==> src/rtl/sync_fifo.sv <==
`default_nettype none
// +--------------------------------------------------------------------------+
// | Module      : sync_fifo                                                  |
// | Description : Single-clock FIFO with occupancy counter, almost-full and  |
// |               almost-empty flags, a choice of registered or first-word-  |
// |               fall-through read, and optional sticky overflow/underflow  |
// |               flags.                                                     |
// | Options     : SYNC_FIFO_ERR_FLAG_EN - when defined, o_ovf/o_udf are live |
// |               sticky flags cleared by i_err_clr; otherwise both are tied |
// |               to 0 and i_err_clr is ignored.                             |
// | Ports       : i_clk      rising-edge clock                               |
// |               i_rst_n    asynchronous active-low reset                   |
// |               i_wdata    write data (WIDTH)                              |
// |               i_push     write request                                   |
// |               i_pop      read request                                    |
// |               i_err_clr  clears sticky error flags                       |
// |               o_rdata    read data (WIDTH)                               |
// |               o_full / o_empty / o_afull / o_aempty  status flags        |
// |               o_count    occupancy (AW+1)                                |
// |               o_ovf / o_udf  sticky overflow / underflow                 |
// | Revision    : 1.0 - initial release                                      |
// +--------------------------------------------------------------------------+
module sync_fifo #(
   parameter int WIDTH     = 16,
   parameter int DEPTH     = 8,
   parameter int AFULL_TH  = 6,
   parameter int AEMPTY_TH = 1,
   parameter int FWFT      = 0,
   localparam int AW       = (DEPTH > 1) ? $clog2(DEPTH) : 1
) (
   input  logic             i_clk,
   input  logic             i_rst_n,
   input  logic [WIDTH-1:0] i_wdata,
   input  logic             i_push,
   input  logic             i_pop,
   input  logic             i_err_clr,
   output logic [WIDTH-1:0] o_rdata,
   output logic             o_full,
   output logic             o_empty,
   output logic             o_afull,
   output logic             o_aempty,
   output logic [AW:0]      o_count,
   output logic             o_ovf,
   output logic             o_udf
);

   localparam logic [AW:0]   c_depth     = (AW+1)'(DEPTH);
   localparam logic [AW:0]   c_afull_th  = (AW+1)'(AFULL_TH);
   localparam logic [AW:0]   c_aempty_th = (AW+1)'(AEMPTY_TH);
   localparam logic [AW-1:0] c_last      = AW'(DEPTH - 1);

   logic [WIDTH-1:0] r_mem [DEPTH];
   logic [AW-1:0]    r_wptr;
   logic [AW-1:0]    r_rptr;
   logic [AW:0]      r_count;

   logic w_full;
   logic w_empty;
   logic w_push_ok;
   logic w_pop_ok;

   // Status is decoded from the registered count only, so no input reaches
   // an output combinationally.
   assign w_full    = (r_count == c_depth);
   assign w_empty   = (r_count == '0);
   assign w_push_ok = i_push & ~w_full;
   assign w_pop_ok  = i_pop & ~w_empty;

   assign o_full   = w_full;
   assign o_empty  = w_empty;
   assign o_afull  = (r_count >= c_afull_th);
   assign o_aempty = (r_count <= c_aempty_th);
   assign o_count  = r_count;

   // Storage carries no reset; emptiness is tracked by the count alone.
   always_ff @(posedge i_clk) begin
      if (w_push_ok) begin
         r_mem[r_wptr] <= i_wdata;
      end
   end

   // Explicit wrap keeps non-power-of-two depths correct.
   always_ff @(posedge i_clk or negedge i_rst_n) begin
      if (!i_rst_n) begin
         r_wptr  <= '0;
         r_rptr  <= '0;
         r_count <= '0;
      end else begin
         if (w_push_ok) begin
            r_wptr <= (r_wptr == c_last) ? '0 : r_wptr + AW'(1);
         end
         if (w_pop_ok) begin
            r_rptr <= (r_rptr == c_last) ? '0 : r_rptr + AW'(1);
         end
         case ({w_push_ok, w_pop_ok})
            2'b10:   r_count <= r_count + (AW+1)'(1);
            2'b01:   r_count <= r_count - (AW+1)'(1);
            default: r_count <= r_count;
         endcase
      end
   end

   generate
      if (FWFT == 0) begin : g_reg_rd
         logic [WIDTH-1:0] r_rdata;

         always_ff @(posedge i_clk or negedge i_rst_n) begin
            if (!i_rst_n) begin
               r_rdata <= '0;
            end else if (w_pop_ok) begin
               r_rdata <= r_mem[r_rptr];
            end
         end

         assign o_rdata = r_rdata;
      end else begin : g_fwft_rd
         // Head word is shown directly; forced to zero while empty so the
         // output is clean out of reset even though storage is not.
         assign o_rdata = w_empty ? '0 : r_mem[r_rptr];
      end
   endgenerate

`ifdef SYNC_FIFO_ERR_FLAG_EN
   logic r_ovf;
   logic r_udf;

   // Setting takes priority over clearing in the same cycle.
   always_ff @(posedge i_clk or negedge i_rst_n) begin
      if (!i_rst_n) begin
         r_ovf <= 1'b0;
         r_udf <= 1'b0;
      end else begin
         if (i_push && w_full) begin
            r_ovf <= 1'b1;
         end else if (i_err_clr) begin
            r_ovf <= 1'b0;
         end
         if (i_pop && w_empty) begin
            r_udf <= 1'b1;
         end else if (i_err_clr) begin
            r_udf <= 1'b0;
         end
      end
   end

   assign o_ovf = r_ovf;
   assign o_udf = r_udf;
`else
   logic w_unused_err_clr;

   assign w_unused_err_clr = i_err_clr;
   assign o_ovf            = 1'b0;
   assign o_udf            = 1'b0;
`endif

endmodule
`default_nettype wire

==> config.mk <==
export PLATFORM = sky130hd
export DESIGN_NAME = sync_fifo
export DESIGN_NICKNAME = d
export VERILOG_FILES = /design/src/rtl/sync_fifo.sv
export SDC_FILE = /design/constraint.sdc
export NUM_CORES = 1
export LEC_CHECK = 0
export ABC_AREA = 1
export BUFFER_PORTS_ARGS = -buffer_cell sky130_fd_sc_hd__buf_4
export CAP_MARGIN = 25
export CORE_MARGIN = 10
export CORE_UTILIZATION = 45
export DETAILED_ROUTE_END_ITERATION = 10
export SLEW_MARGIN = 20
export SYNTH_ARGS = -nofsm -noshare
export SYNTH_HDL_FRONTEND = slang
export SYNTH_SLANG_ARGS = --single-unit
==> constraint.sdc <==
create_clock -name i_clk -period 2.46 [get_ports i_clk]
set_input_delay 0.123 -clock i_clk [delete_from_list [all_inputs] [get_ports i_clk]]
set_output_delay 0.123 -clock i_clk [all_outputs]
set_load 0.01 [all_outputs]
Word-level counts from Yosys, hierarchy flattened

Memories as Yosys holds them, arrays and structs flattened. A register that Yosys moved wholly into a read port is not among the register bits.
Cells that the tools add are included.

Flip-flop bits (word level): 10
Latch bits: 0
Memories: 1
Bits in writable memories: 128
Bits of input ports: 21
Memory bits (read-only): 0

$mul: 0
Shift operators: 0
Reductions and logical operators: 3
Add/sub/neg operators: 4
Order comparisons: 2
Bitwise logic cells: 4
Multiplexer cells: 5
Equality and inequality tests: 5
Divide/modulo/power cells: 0

Memory list:

| name  | words | width | read ports | clocked after memory_dff | wr ports | line | text |
|---|---|---|---|---|---|---|---|
| r_mem | 8     | 16    | 1          | 1                        | 1        | 52   | `logic [WIDTH-1:0] r_mem [DEPTH];` |

Operators with widths:

| operator                                                          | count |
|---|---|
| case mux 4 bit (2 select lines)                                   | 1 |
| adder 3 x 1 -> 3 bit, second input constant                       | 2 |
| equality test 3 bit, second input constant                        | 2 |
| two-way mux 3 bit                                                 | 2 |
| adder 4 x 1 -> 4 bit, second input constant                       | 1 |
| equality test 4 bit, second input constant                        | 1 |
| greater-or-equal comparator 4 x 3 -> 1 bit, second input constant | 1 |
| <= comparator 4 x 1 -> 1 bit, second input constant               | 1 |
| zero test 4 bit                                                   | 1 |
| subtractor 4 x 1 -> 4 bit, second input constant                  | 1 |
| bitwise AND 1 bit                                                 | 2 |
| equality test 2 x 1 -> 1 bit, second input constant               | 1 |
| equality test 2 bit, second input constant                        | 1 |
| two-way mux 1 bit                                                 | 2 |
| NOT 1 bit                                                         | 2 |
| nonzero test 2 bit                                                | 1 |
| zero test 1 bit                                                   | 1 |

Logic depth before layout (Yosys ltp)

Gate-level depths: netlist (run 1).

Depth after elaboration: 5
Mapped depth: 13

Worst setup path before layout (run 1)

No wires, ideal clock.

Path type: register to register
Start point: register r_count[0], in the netlist o_count[0]
End point: memory r_mem[0][0], enable pin
Library setup time: 0.388 ns
Period minus slack after synthesis: 2.327 ns
Cell stages (with the launch flop): 7
Arrival: 1.938 ns
Buffers on the path: 0
Setup slack: 0.133 ns
Data required time: 2.072 ns
Cell sequence: dfrtp_1 inv_1 ha_1 nand3_1 nand2_1 or2_1 nor2_1

Longest elaborated chain between the ends: 5

RTL lines:

| what                                    | line | text |
|---|---|---|
| start: declaration                      | 55   | `logic [AW:0] r_count;` |
| start signal: assignment                | 96   | `2'b10: r_count <= r_count + (AW+1)'(1);` |
| start signal: assignment                | 97   | `2'b01: r_count <= r_count - (AW+1)'(1);` |
| start signal: assignment                | 98   | `default: r_count <= r_count;` |
| equality test 4 bit                     | 64   | `assign w_full = (r_count == c_depth);` |
| NOT 1 bit                               | 66   | `assign w_push_ok = i_push & ~w_full;` |
| bitwise AND 1 bit                       | 66   |  |
| two-way mux 1 bit                       | 77   | `if (w_push_ok) begin` |
| two-way mux 1 bit (implied by the code) | 78   | `r_mem[r_wptr] <= i_wdata;` |
| end: declaration                        | 52   |  |

Every way passes these cells.

Final worst setup path (run 1)

Start point: register r_count[0], in the netlist o_count[0]
End point: memory r_mem[2][14], enable pin

Same word-level chain as after synthesis.

==> results of run 1 <==
-- metal layers --
metal	track usage, %	vias up	wire length, um
met2	23.1	116	6820
li1	-	2216	-
met1	19.8	2154	6680
met4	6.89	0	216
met5	0	-	0
met3	3.54	19	776
-- registers in the layout (all words and copies together), names as in the netlist --
| signal | flops |
|---|---|
| r_wptr | 3 |
| r_mem | 128 |
| r_rptr | 3 |
| o_rdata | 16 |
| o_count | 4 |
-- final cells by class --
cell class                      instances  area (um2)  area share, %
Clock buffer                           21         470           5.84
Multi-Input combinational cell        350        1600           19.9
Sequential cell                       154        4500           55.8
Clock inverter                         11         143           1.77
Tap cell                              184         230           2.86
Inverter                              114         428           5.31
Timing Repair Buffer                   85         693           8.60
-- critical path, delay by kind of cell, from the launching register on --
| kind | cells | cell delay (ps) |
|---|---|---|
| adders and majority gates | 1 | 230 |
| buffers and inverters | 2 | 400 |
| DFF | 1 | 470 |
| and+or+nand+nor | 4 | 650 |
-- through the flow --
stage	setup WS, ps	hold WS [ps]
2_1_floorplan	133	-173
3_3_place_gp	461	81.5
3_5_place_dp	386	85.4
4_1_cts	369	112
5_1_grt	195	179
6_report	398	126
-- cell families (layout without fill, tap and decap cells) --
family | count (synthesis) | count (layout) | synth area share (%)
xor gates and xnor gates | 3 | 3 | 0.393
and+or+nand+nor | 322 | 322 | 20.2
adders and majority gates | 10 | 10 | 1.87
other | 1 | 2 | 0.0561
buffers and inverters | 143 | 231 | 8.80
AOI/OAI and AO/OA | 13 | 13 | 1.37
DFF | 154 | 154 | 67.3
-- cells in the mapped netlist --
cell and n:
ha_1 10, buf_4 4, edfxtp_1 128, nand3_2 1, conb_1 1, buf_6 2, inv_2 3, clkinv_1 1
o21ai_2 3, a21oi_1 1, inv_1 110, nand4_1 1, clkbuf_1 6, xor2_1 1, o21ai_4 1, o21a_1 1
buf_2 17, dfrtp_1 26, nand2_4 1, nand3_1 99, o22ai_1 1, nand2_1 205, xnor2_1 2, nor2_1 14
or2_1 1, o21ai_0 6
-- power by group through the flow --
stage	sequential, mW	clock, mW	combinational [mW]
final	3.70	2.66	2.98
after global routing	3.75	2.81	3.39
after CTS	3.70	2.70	3.02
after detailed placement	3.75	0	2.98
after global placement	3.72	0	2.91
after floorplan	3.68	0	1.93
-- path summary, 6_finish.rpt --
check                            startpoint           end  slack (ps)  cells after the start
worst max-delay path             o_count[0]  r_mem[2][14]         400                      7
worst min-delay path                 i_push     r_wptr[0]         130                      4
worst max register to register   o_count[0]  r_mem[2][14]         400                      7
worst min register to register  o_rdata[15]   o_rdata[15]         480                      2
max in group asynchronous           i_rst_n     r_rptr[0]        1980                      2
min in group asynchronous           i_rst_n   o_rdata[15]         170                      2
==> reports/qor.yml, run 1 <==
die_h_um: 142
cp_max_fo: 11
yosysTopAreaCellShare_pct: 57.5
core.rowCount: 44
grt_pass1_vias: 4398
track_usage_pct: 15.0
seqPwrFrac_pct: 39.6
hold_path.class: "primary input to register"
holdBufCountCts: 17
finalNetCount: 753
maxCapViolCount: 0
drt-initial-drc-count: 340
cts_buffer_depth: 2
crit_chain: "inv_1 -> ha_1 -> nand3_1 -> nand2_1 -> or2_1 -> nor2_1 -> buf_4"
synth-seq-cells: 154
fp.dieW_um: 142
n_fill_cell: 1272
swShare_pct: 34.3
yosysWarnings: 0
hold_viol_final: 0
place_area_um2: 7280
num_vias: 4505
place_congestion: 0.855
insertion_delay_ps: 420
instances_no_fill: 919
syn_area_per_cell_um2: 10.3
place.detailed.hpwl_um: 8830
clkTransAtPathRegs_ps: 60
cp.required_ps: 2570
drv_slew: 0
dieArea_um2: 20100
final_common_cell: "nand2_1"
area_delta_synth_final_pct: 20.7
post_cts_buffers: 0
slew_headroom_pct: 53.6
leakage_nw: 3.64
cp_slowest_stage_delay_ps: 470
crit_path_top_delay_cell: "dfrtp_1"
outcome: "finished clean"
fin_crit_ps: 2060
final_layout_size_suffix_gt1_share_pct: 14.8
wire_per_inst_um: 15.8
cts-resized-gates: 0
cts_max_level: 4
drcViolationCount: 0
io_buffers: 43
synth.area.top_cells: "edfxtp_1, nand2_1, dfrtp_1"
fmax_mhz: 485
setup_tns_ps: 0
antenna_found_initial: 0
clock_skew_ps: 7.15
yosysUniqueCellTypes: 26
crit_arrival_ps: 2170
n_antenna_cell: 0
yosysSeqAreaShare_pct: 67.3
grt_pass1_wl_um: 23400
netlist_instances: 646
total_power_mw: 9.34
combPwrFrac_pct: 31.9
clock-sinks: 154
rsz0062_at_grt: "false"
yosys.area.top_type: "edfxtp_1"
p_clk_share_pct: 28.5
core_area_um2: 14500
initial_core_util_pct: 46.0
final_cell_mix: "nand2_1, edfxtp_1, inv_1"
cts_tree: "yes"
internal_power_mw: 6.14
firstDrtPassIters: 8
final_util_pct: 55.5
io_pins: 47
setup_viol: 0
grt_start_max_net_pins: 67
ant_nets: 0
cts-root-buf: "clkbuf_16"
worst_pin_slew_ps: 692
post-route-period-util_pct: 83.8
ir_drop_uv: 495
placedCellCount: 870
fin_area_um2: 8060
viasPerCell: 4.90
grt_overflow: 0
startpoint_type: "register"
cts_buffers: 17
p_per_area_nw_per_um2: 1160
wl_um: 14500
crit_path_end_kind: "register"
switchingPower_mw: 3.20
synth_area_um2: 6680
critPathKind: "register to register"
Note: power is estimated with default switching activity, not from simulation.
==> inputs of run 2 (changes only) <==
--- a/config.mk
+++ b/config.mk
@@ -5,7 +5,7 @@
 export SDC_FILE = /design/constraint.sdc
 export NUM_CORES = 1
 export LEC_CHECK = 0
-export ABC_AREA = 1
+export ABC_AREA = 0
 export BUFFER_PORTS_ARGS = -buffer_cell sky130_fd_sc_hd__buf_4
 export CAP_MARGIN = 25
 export CORE_MARGIN = 10
==> constraint.sdc (replaced) <==
create_clock -name i_clk -period 1.9 [get_ports i_clk]
set_input_delay 0.095 -clock i_clk [delete_from_list [all_inputs] [get_ports i_clk]]
set_output_delay 0.095 -clock i_clk [all_outputs]
set_load 0.01 [all_outputs]
==> run 2 against run 1 <==
Count of clock-buffer cells in the layout up 7. Largest power group unchanged. Critical endpoint is now o_count[3]. Via count down 24%. First-iteration DRC count down 43%. Critical path type unchanged. Area after synthesis down 5.8%. Final cell count down 30%. Sequential cell count unchanged.
==> reports/qor.yml, run 2 <==
crit_path_end_kind: "register"
rsz0062_at_grt: "true"
area_delta_synth_final_pct: 24.3
cp.required_ps: 2240  # -330 ps
n_fill_cell: 1124  # -12%
final_common_cell: "edfxtp_1"
initial_core_util_pct: 45.7  # -0.28 points
viasPerCell: 5.28  # +7.8%
yosysSeqAreaShare_pct: 71.4  # +4.1 points
cts_buffer_depth: 2  # unchanged
critPathKind: "register to register"
hold_viol_final: 0  # unchanged
cp_max_fo: 3  # -8
switchingPower_mw: 3.69  # +15%
clock-sinks: 154  # unchanged
cts_tree: "yes"
cts-root-buf: "clkbuf_16"
instances_no_fill: 646  # -30%
drt-initial-drc-count: 193  # -43%
clkTransAtPathRegs_ps: 60  # about the same
final_cell_mix: "edfxtp_1, buf_4, mux2_2"
grt_pass1_vias: 3697  # -16%
place.detailed.hpwl_um: 7800  # -12%
die_h_um: 138  # -2.5%
r2r_cells: 9  # +2
grt_start_max_net_pins: 45  # -33%
yosysWarnings: 0  # unchanged
synth_area_um2: 6290  # -5.8%
top_register: "r_mem"
fp.dieW_um: 138  # -2.5%
num_vias: 3413  # -24%
netlist_instances: 363  # -44%
async_reset_ff_share_pct: 16.9  # unchanged
ir_drop_uv: 787  # +59%
synthTopCellsByCount: "edfxtp_1, mux2_2, mux2i_1"
io_pins: 47  # unchanged
slew_headroom_pct: 52.3  # -1.2 points
p_clk_share_pct: 25.6  # -2.9 points
io_buffers: 43  # unchanged
place_congestion: 0.773  # -9.6%
hold_path.class: "primary input to register"
yosysTopAreaCellShare_pct: 61.1  # +3.5 points
yosys.cell_count.top_type: "edfxtp_1"
internal_power_mw: 8.27  # +35%
maxCapViolCount: 0  # unchanged
post-route-period-util_pct: 98.4  # +15 points
synth-seq-cells: 154  # unchanged
firstDrtPassIters: 5  # -3
core_area_um2: 13800  # -5.2%
swShare_pct: 30.8  # -3.4 points
outcome: "finished clean"
fin_crit_ps: 1870  # -191 ps
cts_buffers: 17  # unchanged
worst_pin_slew_ps: 714  # +22.2 ps
yosysUniqueCellTypes: 31  # +19%
antenna_found_initial: 0  # unchanged
drcViolationCount: 0  # unchanged
syn_area_per_cell_um2: 17.3  # +68%
combPwrFrac_pct: 34.5  # +2.6 points
final_util_pct: 56.8  # +1.3 points
startpoint_type: "register"
crit_arrival_ps: 2210  # +40 ps
cts_max_level: 4  # unchanged
clock_skew_ps: 6.06  # -1.09 ps
final_layout_size_suffix_gt1_share_pct: 35.8  # +21 points
hold_depth: 4  # unchanged
n_antenna_cell: 0  # unchanged
dieArea_um2: 19100  # -5.0%
seqPwrFrac_pct: 39.9  # +0.3 points
wl_um: 13100  # -9.4%
ant_nets: 0  # unchanged
drv_slew: 0  # unchanged
finalNetCount: 484  # -36%
core.rowCount: 43  # -2.3%
holdWs_ps: 152  # +26.1 ps
leakage_nw: 2.89  # -21%
track_usage_pct: 14.1  # -0.91 points
p_per_area_nw_per_um2: 1530  # +32%
synth.area.top_cells: "edfxtp_1, dfrtp_1, mux2_2"
largest_reg_flops: 128  # unchanged
grt_pass1_wl_um: 20900  # -11%
yosys.area.top_type: "edfxtp_1"
fmax_mhz: 535  # +10%
grt_overflow: 0  # unchanged
insertion_delay_ps: 420  # about the same
placedCellCount: 594  # -32%
setup_viol: 0  # unchanged
synth_edf_count: 128  # unchanged
synthFlopType: "edfxtp_1"
wire_per_inst_um: 20.3  # +29%
-- run 2: cell count changes after synthesis, moves of 15 or more --
cell and delta:
inv_1 -105, mux2i_1 +33, nand3_1 -98, nand2_1 -201, o22ai_1 +15, mux2_2 +35, o31ai_2 +16, a22o_1 +16
-- run 2: kinds of logic (layout without fill, tap and decap cells) --
logic type | after synthesis | after routing | synth area share, %
flip-flops | 154 | 154 | 71.4
multiplexers | 70 | 70 | 12.0
AO/OA/AOI/OAI | 69 | 69 | 8.73
AND/OR/NAND/NOR | 30 | 30 | 2.76
buffers and inverters | 25 | 127 | 2.49
adder cells (fa/ha/maj) | 10 | 10 | 1.99
XOR/XNOR | 4 | 4 | 0.557
other | 1 | 2 | 0.0596
-- run 2: layout make-up --
cell class	instances	area, um2	area share [%]
sequential	154	4500	57.5
multi-input combinational	185	1740	22.2
timing repair buffer	90	810	10.3
clock buffer	28	487	6.22
tap	180	225	2.88
clock inverter	4	43.8	0.560
inverter	5	23.8	0.304
-- run 2: metrics by stage --
| stage | power (mW) | setup slack, ps | instance area (um2) | setup TNS [ps] |
|---|---|---|---|---|
| finish | 12.0 | 29.5 | 7820 | 0 |
| global route | 12.6 | -101 | 7820 | -114 |
| CTS | 12.1 | 19.6 | 7800 | 0 |
| detailed placement | 8.97 | 11.1 | 7090 | 0 |
| global placement | 8.90 | 62.0 | 7090 | 0 |
| floorplan | 7.49 | -195 | 6400 | -11060 |
-- run 2: metal layers --
metal | vias to the layer above | share of wire, % | GRT usage [%]
met5 | - | 0 | 0
met4 | 0 | 1.1 | 5.11
met3 | 11 | 4.3 | 4.18
met2 | 68 | 50 | 22.6
met1 | 1733 | 45 | 17.8
li1 | 1601 | - | -
-- run 2: path summary, 6_finish.rpt --
kind                              from  slack (ps)           to
max                         o_count[1]          30   o_count[3]
min                             i_push         150   o_count[0]
max reg2reg                 o_count[1]          30   o_count[3]
min reg2reg                o_rdata[14]         530  o_rdata[14]
max in group asynchronous      i_rst_n        1390   o_count[0]
min in group asynchronous      i_rst_n         170   o_rdata[7]
-- run 2: worst max-delay path, cell delays in order (launching register included) --
cell and delay (ps):
dfrtp_2 380, inv_4 50, ha_4 150, nor3b_4 140
nand2b_4 160, inv_4 50, ha_4 120, or4b_4 450
a21oi_2 140, xor2_1 140
-- run 2: repair_timing --
item / CTS / global route
hold buffers: 17 / 0
buffers inserted: 1 / 2
resized for setup: 0 / 2
setup endpoints to repair: 1 / 4
hold endpoints to repair: 154 / 0
pin swaps: 1 / 1
-- run 2: power by group through the flow --
stage	combinational, mW	clock [mW]	sequential, mW
floorplan	2.62	0	4.87
global placement	4.09	0	4.80
detailed placement	4.14	0	4.84
CTS	4.18	3.11	4.77
global route	4.50	3.28	4.85
finish	4.12	3.06	4.77
==> inputs of run 3 (changes only) <==
--- a/config.mk
+++ b/config.mk
@@ -11,6 +11,7 @@
 export CORE_MARGIN = 10
 export CORE_UTILIZATION = 45
 export DETAILED_ROUTE_END_ITERATION = 10
+export PLACE_DENSITY = 0.71
 export SLEW_MARGIN = 20
 export SYNTH_ARGS = -nofsm -noshare
 export SYNTH_HDL_FRONTEND = slang
==> run 3 against run 2 <==
Sequential share of layout area decreased by 0.064 points. Via count increased by 1.6%. Sequential cell count unchanged. Combinational power about the same. Power increased by 1.4%. Worst setup slack got worse by 8.4 ps. Final area increased by 0.11%. Core utilization increased by 0.064 points. Clock power increased by 5%. Critical path depth unchanged. Maximum frequency decreased by 0.45%. Sequential power about the same. Critical path type unchanged. Critical endpoint unchanged.
==> reports/qor.yml, run 3 (synthesis gave the netlist of run 2 again) <==
grt_overflow: 0  # unchanged
crit_path_end_kind: "register"
initial_core_util_pct: 45.7  # unchanged
outcome: "finished clean"
slew_headroom_pct: 48.2  # -4.2 points
crit_arrival_ps: 2220  # about the same
cts_tree: "yes"
cts-root-buf: "clkbuf_16"
worst_pin_slew_ps: 776  # +61.7 ps
timing.critical_path.mode_cell: "ha_4"
place_ws_ps: -35.5  # -46.6 ps
cts_buffer_depth: 2  # unchanged
startpoint_type: "register"
critPathKind: "register to register"
final_util_pct: 56.9  # +0.064 points
drcViolationCount: 0  # unchanged
core_area_um2: 13800  # unchanged
rsz0062_at_grt: "true"
cts_max_level: 4  # unchanged
firstDrtPassIters: 4  # -1
io_pins: 47  # unchanged
final_common_cell: "edfxtp_1"
fp.dieW_um: 138  # unchanged
holdWs_ps: 140  # -11.9 ps
io_buffers: 43  # unchanged
hold_path.class: "primary input to asynchronous set/reset pin"
p_per_area_nw_per_um2: 1550  # +1.3%
post-route-period-util_pct: 98.9  # +0.44 points
drv_slew: 0  # unchanged
crit_chain: "inv_2 -> ha_4 -> nor3b_4 -> nand2b_4 -> inv_4 -> ha_4 -> or4b_4 -> a21oi_2 -> xor2_1"
n_antenna_cell: 0  # unchanged
hold_viol_final: 0  # unchanged
maxCapViolCount: 0  # unchanged
area_delta_synth_final_pct: 24.5
track_usage_pct: 14.4  # +0.29 points
ant_nets: 0  # unchanged
top_register: "r_mem"
cp.required_ps: 2250  # about the same
wl_um: 13500  # +2.6%
setup_viol: 0  # unchanged
worst_slack_ps: 21.1  # -8.39 ps
insertion_delay_ps: 430  # about the same
drt-initial-drc-count: 213  # +10%
grt_start_max_net_pins: 27  # -40%
clkTransAtPathRegs_ps: 60  # about the same
setup_tns_ps: 0  # unchanged
grt_pass1_vias: 3752  # +1.5%
total_power_mw: 12.1  # +1.4%
grt_pass1_wl_um: 21300  # +2.0%
viasPerCell: 5.32  # +0.65%
dieArea_um2: 19100  # unchanged
crit_path_top_delay_cell: "or4b_4"
largest_reg_flops: 128  # unchanged
final_cell_mix: "edfxtp_1, buf_4, mux2_2"
core.rowCount: 43  # unchanged
wire_per_inst_um: 20.7  # +1.6%
antenna_found_initial: 0  # unchanged
final_layout_size_suffix_gt1_share_pct: 37.7  # +1.9 points
place.detailed.hpwl_um: 8480  # +8.6%
cp_slowest_stage_delay_ps: 450  # about the same
place_congestion: 0.775  # +0.26%
die_h_um: 138  # unchanged
clock_skew_ps: 12.2  # +6.09 ps
cp_max_fo: 2  # -1
ir_drop_uv: 670  # -15%
fin_crit_ps: 1880  # +8.39 ps
finalNetCount: 490  # +1.2%
leakage_nw: 2.91  # +0.88%
num_vias: 3467  # +1.6%
clock-sinks: 154  # unchanged
cts_buffers: 17  # unchanged
fmax_mhz: 532  # -0.45%
## run 3: timing repair
action / 4_1_cts / 5_1_grt
pin swaps: 1 / 3
buffers inserted: 3 / 1
hold buffers: 17 / 0
resized for setup: 0 / 1
endpoints found under the setup margin: 1 / 1
hold endpoints to repair: 154 / 0
## run 3: final cells by class
cell class | count | area [um2]
fillers | 1106 | 5940
flip-flops and latches | 154 | 4500
multi-input cells | 185 | 1740
repair buffers | 96 | 792
clock buffers | 18 | 429
well taps | 180 | 225
clock inverters | 14 | 130
inverters | 5 | 21.3
## run 3: worst paths after layout
check,startpoint,to,slack (ps),depth (start not counted)
max in group asynchronous,i_rst_n,o_count[0],1410,2
min,i_rst_n,o_rdata[11],140,2
min in group i_clk,i_push,o_count[0],160,4
max,o_count[0],o_count[3],20,9
min reg2reg,o_rdata[3],o_rdata[3],530,2
max reg2reg,o_count[0],o_count[3],20,9
## run 3: metal layers
| layer | up-vias | global-route usage (%) | wire, um | part of all wire, % |
|---|---|---|---|---|
| met5 | - | 0 | 0 | 0 |
| met3 | 11 | 3.46 | 426 | 3.2 |
| met1 | 1788 | 16.0 | 5590 | 42 |
| met2 | 55 | 25.8 | 7280 | 54 |
| met4 | 0 | 5.88 | 174 | 1.3 |
| li1 | 1613 | - | - | - |
## run 3: per-stage QoR
step,std cells,instance area (um2)
6_report,652,7830
5_1_grt,652,7830
4_1_cts,651,7820
3_5_place_dp,599,7070
3_3_place_gp,599,7070
2_1_floorplan,364,6400
## run 3: report_power, final
part / switching, mW / leakage, nW / internal [mW] / total [mW]
logic: 2.13 / 1.18 / 2.01 / 4.14
clock network: 1.29 / 0.266 / 1.91 / 3.20
registers: 0.403 / 1.47 / 4.39 / 4.79
## run 3: worst max-delay path: cells and delay by family, from the launching register on
kind / cells / cell delay (ps)
AOI/OAI and AO/OA: 1 / 150
adders and majority gates: 2 / 280
xor gates and xnor gates: 1 / 150
buffers and inverters: 2 / 110
and+or+nand+nor: 3 / 750
DFF: 1 / 370
